**src/rtl/seq_timing_ctrl.sv**
```systemverilog
// Basic-computer sequencer: run flop S, sequence counter SC and IR, with T/D/I/B decode.
// Stalls SC on T1 (and memory-reference T4) until mem_ready; instr_done marks the final T-state.
module seq_timing_ctrl #(
    parameter int HALT_BIT = 0,
    parameter int CNT_W    = 16
) (
    input  logic             clk,
    input  logic             rst,
    input  logic             start,
    input  logic [15:0]      mem_data,
    input  logic             mem_ready,
    output logic [7:0]       T,
    output logic [7:0]       D,
    output logic             I,
    output logic [15:0]      B,
    output logic             running,
    output logic             instr_done,
    output logic [CNT_W-1:0] instr_cnt
);

    typedef enum logic [2:0] {
        SC_T0 = 3'd0, SC_T1 = 3'd1, SC_T2 = 3'd2, SC_T3 = 3'd3,
        SC_T4 = 3'd4, SC_T5 = 3'd5, SC_T6 = 3'd6, SC_T7 = 3'd7
    } sc_t;

    logic             s_q,   s_d;
    sc_t              sc_q,  sc_d;
    logic [15:0]      ir_q,  ir_d;
    logic [CNT_W-1:0] cnt_q, cnt_d;
    logic             done;
    logic [7:0]       d_dec;

    assign d_dec = 8'h01 << ir_q[14:12];

    always_comb begin
        s_d   = s_q;
        sc_d  = sc_q;
        ir_d  = ir_q;
        cnt_d = cnt_q;
        done  = 1'b0;
        if (!s_q) begin
            if (start) begin
                s_d  = 1'b1;
                sc_d = SC_T0;
            end
        end else begin
            case (sc_q)
                SC_T0: sc_d = SC_T1;
                SC_T1: begin
                    if (mem_ready) begin
                        ir_d = mem_data;
                        sc_d = SC_T2;
                    end
                end
                SC_T2: sc_d = SC_T3;
                SC_T3: begin
                    if (d_dec[7]) begin
                        done = 1'b1;
                        sc_d = SC_T0;
                        // Halt only applies to register-reference, not I/O
                        if (!ir_q[15] && ir_q[HALT_BIT]) s_d = 1'b0;
                    end else begin
                        sc_d = SC_T4;
                    end
                end
                SC_T4: begin
                    if (d_dec[7] || mem_ready) sc_d = SC_T5;
                end
                SC_T5: begin
                    if (d_dec[6]) begin
                        sc_d = SC_T6;
                    end else begin
                        done = 1'b1;
                        sc_d = SC_T0;
                    end
                end
                SC_T6: begin
                    done = 1'b1;
                    sc_d = SC_T0;
                end
                default: sc_d = SC_T0;
            endcase
        end
        if (done) cnt_d = cnt_q + CNT_W'(1);
    end

    always_ff @(posedge clk) begin
        if (rst) begin
            s_q   <= 1'b0;
            sc_q  <= SC_T0;
            ir_q  <= 16'h0000;
            cnt_q <= '0;
        end else begin
            s_q   <= s_d;
            sc_q  <= sc_d;
            ir_q  <= ir_d;
            cnt_q <= cnt_d;
        end
    end

    assign T          = s_q ? (8'h01 << sc_q) : 8'h00;
    assign D          = d_dec;
    assign I          = ir_q[15];
    assign B          = ir_q;
    assign running    = s_q;
    assign instr_done = done & ~rst;
    assign instr_cnt  = cnt_q;

endmodule

```
**config.mk**
```make
export PLATFORM = sky130hd
export DESIGN_NAME = seq_timing_ctrl
export DESIGN_NICKNAME = d
export VERILOG_FILES = /design/src/rtl/seq_timing_ctrl.sv
export SDC_FILE = /design/constraint.sdc
export NUM_CORES = 1
export LEC_CHECK = 0
export ABC_AREA = 1
export CORE_MARGIN = 2
export CORE_UTILIZATION = 47
export CTS_CLUSTER_DIAMETER = 150
export DETAILED_ROUTE_END_ITERATION = 8
export PLACE_DENSITY = 0.84
export SLEW_MARGIN = 20
export SYNTH_ARGS = -nofsm -noshare
export SYNTH_HDL_FRONTEND = slang
export SYNTH_SLANG_ARGS = --single-unit
```
**constraint.sdc**
```tcl
create_clock -name clk -period 3.11 [get_ports clk]
set_input_delay 0.622 -clock clk [delete_from_list [all_inputs] [get_ports clk]]
set_output_delay 0.622 -clock clk [all_outputs]
set_load 0.01 [all_outputs]
```
==> Flow_metrics.wiki <==
{| class="wikitable"
! Metric !! Value
|-
| Total of buffers placed on input and output ports || 70
|-
| Most frequent CP cell || nand2_1
|-
| Overall die height || 67.6 µm
|-
| Initial core utilization || 48.1%
|-
| Max Cap Viol || 0
|-
| Top Ports || 71
|-
| Clock net sink count || 36
|-
| Number of levels the H-tree was split into || 2
|-
| Skew final || 0.00283 ns
|-
| Dpl ws || 0.510 ns
|-
| Met3 demand-to-capacity share in global routing || 6.50%
|-
| Synth Area in Compound Gates || 8.31%
|-
| DR vias/cell || 4.98
|-
| Cell type with the highest aggregate area in the netlist || dfxtp_1
|-
| Cell family contributing the most delay on the critical path || simple AND/OR/NAND/NOR gates
|-
| Number of antenna violations at the first check in global routing || 0
|-
| Number of routed nets with antenna violations || 0
|-
| Count of state elements after synthesis || 36
|-
| Run status || finished, final reports clean
|-
| Maximum number of pins on one net before global-route repair || 27
|-
| Cell internal power dissipation || 0.707 mW
|-
| Gates resized, CTS repair || 0
|-
| Initial DRC count || 103
|-
| Area growth from synthesis to final layout || 42.7%
|-
| Die ar. || 4560 µm²
|-
| All-layer global routing usage || 23.2%
|-
| Simple-Gate Fraction of Synth Area || 42.1%
|-
| Maximum root-to-sink buffer count || 2
|-
| Biggest area contributors in the synthesized netlist || dfxtp_1 38%, nand2_1 14%, nor2_1 14%
|-
| Internal reg-to-reg setup slack || 1.30 ns
|-
| Global-route track usage on met1 || 26.7%
|-
| CTS root buf || clkbuf_8
|-
| Number of nets in the synthesized netlist || 320
|-
| TritonCTS buffer count || 5
|-
| Stage delay of the slowest cell on the critical path || 0.54 ns
|-
| Arrival time of the worst setup path || 2.28 ns
|-
| Wire length of the first global-routing pass || 7.98 mm
|-
| Data required time of the critical path || 2.49 ns
|-
| Post-DP HPWL || 3.57 mm
|-
| Total area of multi-input combinational cells || 996 µm²
|-
| Power Dens Cells || 351 nW/µm²
|-
| Final clock period utilization by the worst path || 93.3%
|-
| RSZ-0062 raised after global routing || false
|-
| Final wirelength || 4.94 mm
|-
| Post-CTS setup buffers || 0
|-
| Startpoint-to-endpoint class of the critical path || reg -> out
|-
| Fraction of power consumed by combinational cells || 12.5%
|-
| Global Route met2 Usage || 39.5%
|-
| Quantity of hold-fixing buffers added after cts || 0
|-
| Mapped Avg Cell Area || 6.35 µm²
|-
| Worst skew pair latency || 0.29 ns
|-
| Total congestion overflow after global routing || 0
|-
| EDFF count, synth || 0
|-
| Min-Delay Path Class || reg -> reg
|-
| Crit-path slowest cell || clkdlybuf4s50_1
|-
| Final number of max-transition violations || 0
|-
| Clk network pwr share || 36.7%
|-
| Synthesized-area fraction occupied by adder cells || 0.659%
|-
| Die width || 67.6 µm
|-
| CTS tree || yes
|-
| Max Fclk || 345 MHz
|-
| Register share of total power || 50.7%
|-
| Register area || 721 µm²
|-
| Largest fanout on the critical path || 26
|-
| Number of standard cells after synthesis || 299
|-
| # fillers || 334
|-
| Post-route DRC || 0
|-
| Layout cell share with drive strength beyond 1 || 5.69%
|-
| Cell breakdown of the critical path || nand2_1, nor2_4, nand2_2, nand3_4, nand2_1, nor2_1, clkdlybuf4s50_1
|-
| Number of standard cells in the final layout excluding fillers || 419
|-
| Std cell rows || 23
|-
| Global routing's busiest layer || met2
|-
| Multiplexer fraction of the synthesized cell area || 0%
|-
| Leakage power || 1.09 nW
|-
| Yosys warnings || 0
|-
| Top cell types by occurrence after synthesis || 70 x nand2_1, 69 x nor2_1, 36 x dfxtp_1, 27 x inv_1, 26 x nand3_1
|-
| Post-synth cell types || 25
|-
| Post-synth ARST share || 0%
|-
| Synth Flop Type || dfxtp_1
|-
| Via count of the first global-routing pass || 1891
|-
| Placed cell count || 411
|-
| Remaining max-slew budget at the tightest pin || 55.3%
|-
| Net count, final || 389
|-
| Combined area of all synthesized cells || 1900 µm²
|-
| Synth top area share || 38.0%
|-
| Sequential element share of the synthesized area || 38.0%
|-
| Clk slew on worst S/H paths || 0.07 ns
|-
| CP Buf/Inv Count || 1
|-
| Dominant combinational cell family by area after synthesis || simple AND/OR/NAND/NOR gates
|-
| Post-Route Setup TNS || 0 ns
|-
| Xor/xnor share of the synthesized area || 1.38%
|-
| Endpoint type of the worst setup path || primary output
|-
| Min cycle time layout || 2.90 ns
|-
| TritonRoute pass-1 iters || 4
|-
| Total setup violations reported at the end of the flow || 0
|-
| Worst-case vdd ir drop || 307 µV
|-
| Net switching power || 0.245 mW
|-
| Placeable core area || 3940 µm²
|-
| Library cell with the highest instance count after synthesis || nand2_1
|-
| DR vias || 2088
|-
| Fraction of power spent switching nets || 25.7%
|-
| Element type at the critical path start || flop
|-
| Final count of hold timing violations || 0
|-
| Final worst setup slack || 0.210 ns
|-
| Worst Max-Slew Pin Slew || 0.670 ns
|-
| Diodes inserted || 0
|-
| Routed len/inst || 11.8 µm
|-
| Routability congestion estimate || 0.911
|}
## cells by family after synthesis
kind of cell / Yosys count
buf+inv: 41
xor+xnor: 3
simple gates: 187
fa+ha+maj: 1
compound gates: 31
flops: 36
## power groups by stage
stage                     Clock, mW  Sequential (mW)  Combinational [mW]
after floorplan                   0            0.492              0.0612
after global placement            0            0.493               0.118
after detailed placement          0            0.493               0.119
after CTS                     0.356            0.483               0.120
after global routing          0.371            0.484               0.132
final                         0.349            0.483               0.119
## sequential cells by signal (all words and copies together) (netlist names)
signal     flops
instr_cnt     16
B             16
sc_q           3
running        1
## placed cells by master (no fill, tap or decap), types with 2 or more instances in the layout
master and n:
inv_2 3, nand4_1 7, nor2_2 4, nor3_1 6, dfxtp_1 36, xor2_1 3, nand2_1 70, clkdlybuf4s50_1 70
buf_4 3, a21oi_1 13, clkbuf_8 6, clkinv_2 2, inv_1 27, nand3_1 26, o21ai_0 17, nor2_1 69
## path summary, 6_finish.rpt
path / cells after the start / start / endpoint
hold reg to reg: 2 / instr_cnt[0] / instr_cnt[0]
hold / removal: 2 / instr_cnt[0] / instr_cnt[0]
setup reg to reg: 7 / running / B[0]
setup / recovery: 7 / B[13] / instr_done
## worst min-delay path, stage by stage (launching register included)
cell and delay [ns]:
dfxtp_1 0.34, nand2_1 0.07, a21oi_1 0.05
## routing by layer
metal	wire length, µm	vias up	part of all wire [%]
met4	73	0	1.5
met5	0	-	0
met3	344	7	7.0
li1	-	1082	-
met1	2120	929	43
met2	2400	70	49
## cell type report
type	instances	area share, %
Tap cell	50	2.31
Clock buffer	6	3.05
Clock inverter	2	0.370
Timing Repair Buffer	73	26.7
Inverter	30	4.16
Sequential cell	36	26.6
Multi-Input combinational cell	222	36.8
## per-stage QoR
stage | power [mW] | cell area [µm²] | hold WS [ns] | util (%)
global placement | 0.611 | 2620 | 0.473 | 66.3
floorplan | 0.553 | 1900 | 0.488 | -
finish | 0.952 | 2710 | 0.508 | 68.7
detailed placement | 0.612 | 2620 | 0.488 | 66.3
global route | 0.987 | 2710 | 0.543 | 68.7
CTS | 0.959 | 2710 | 0.513 | 68.7
(Power assumes the default switching activity.)
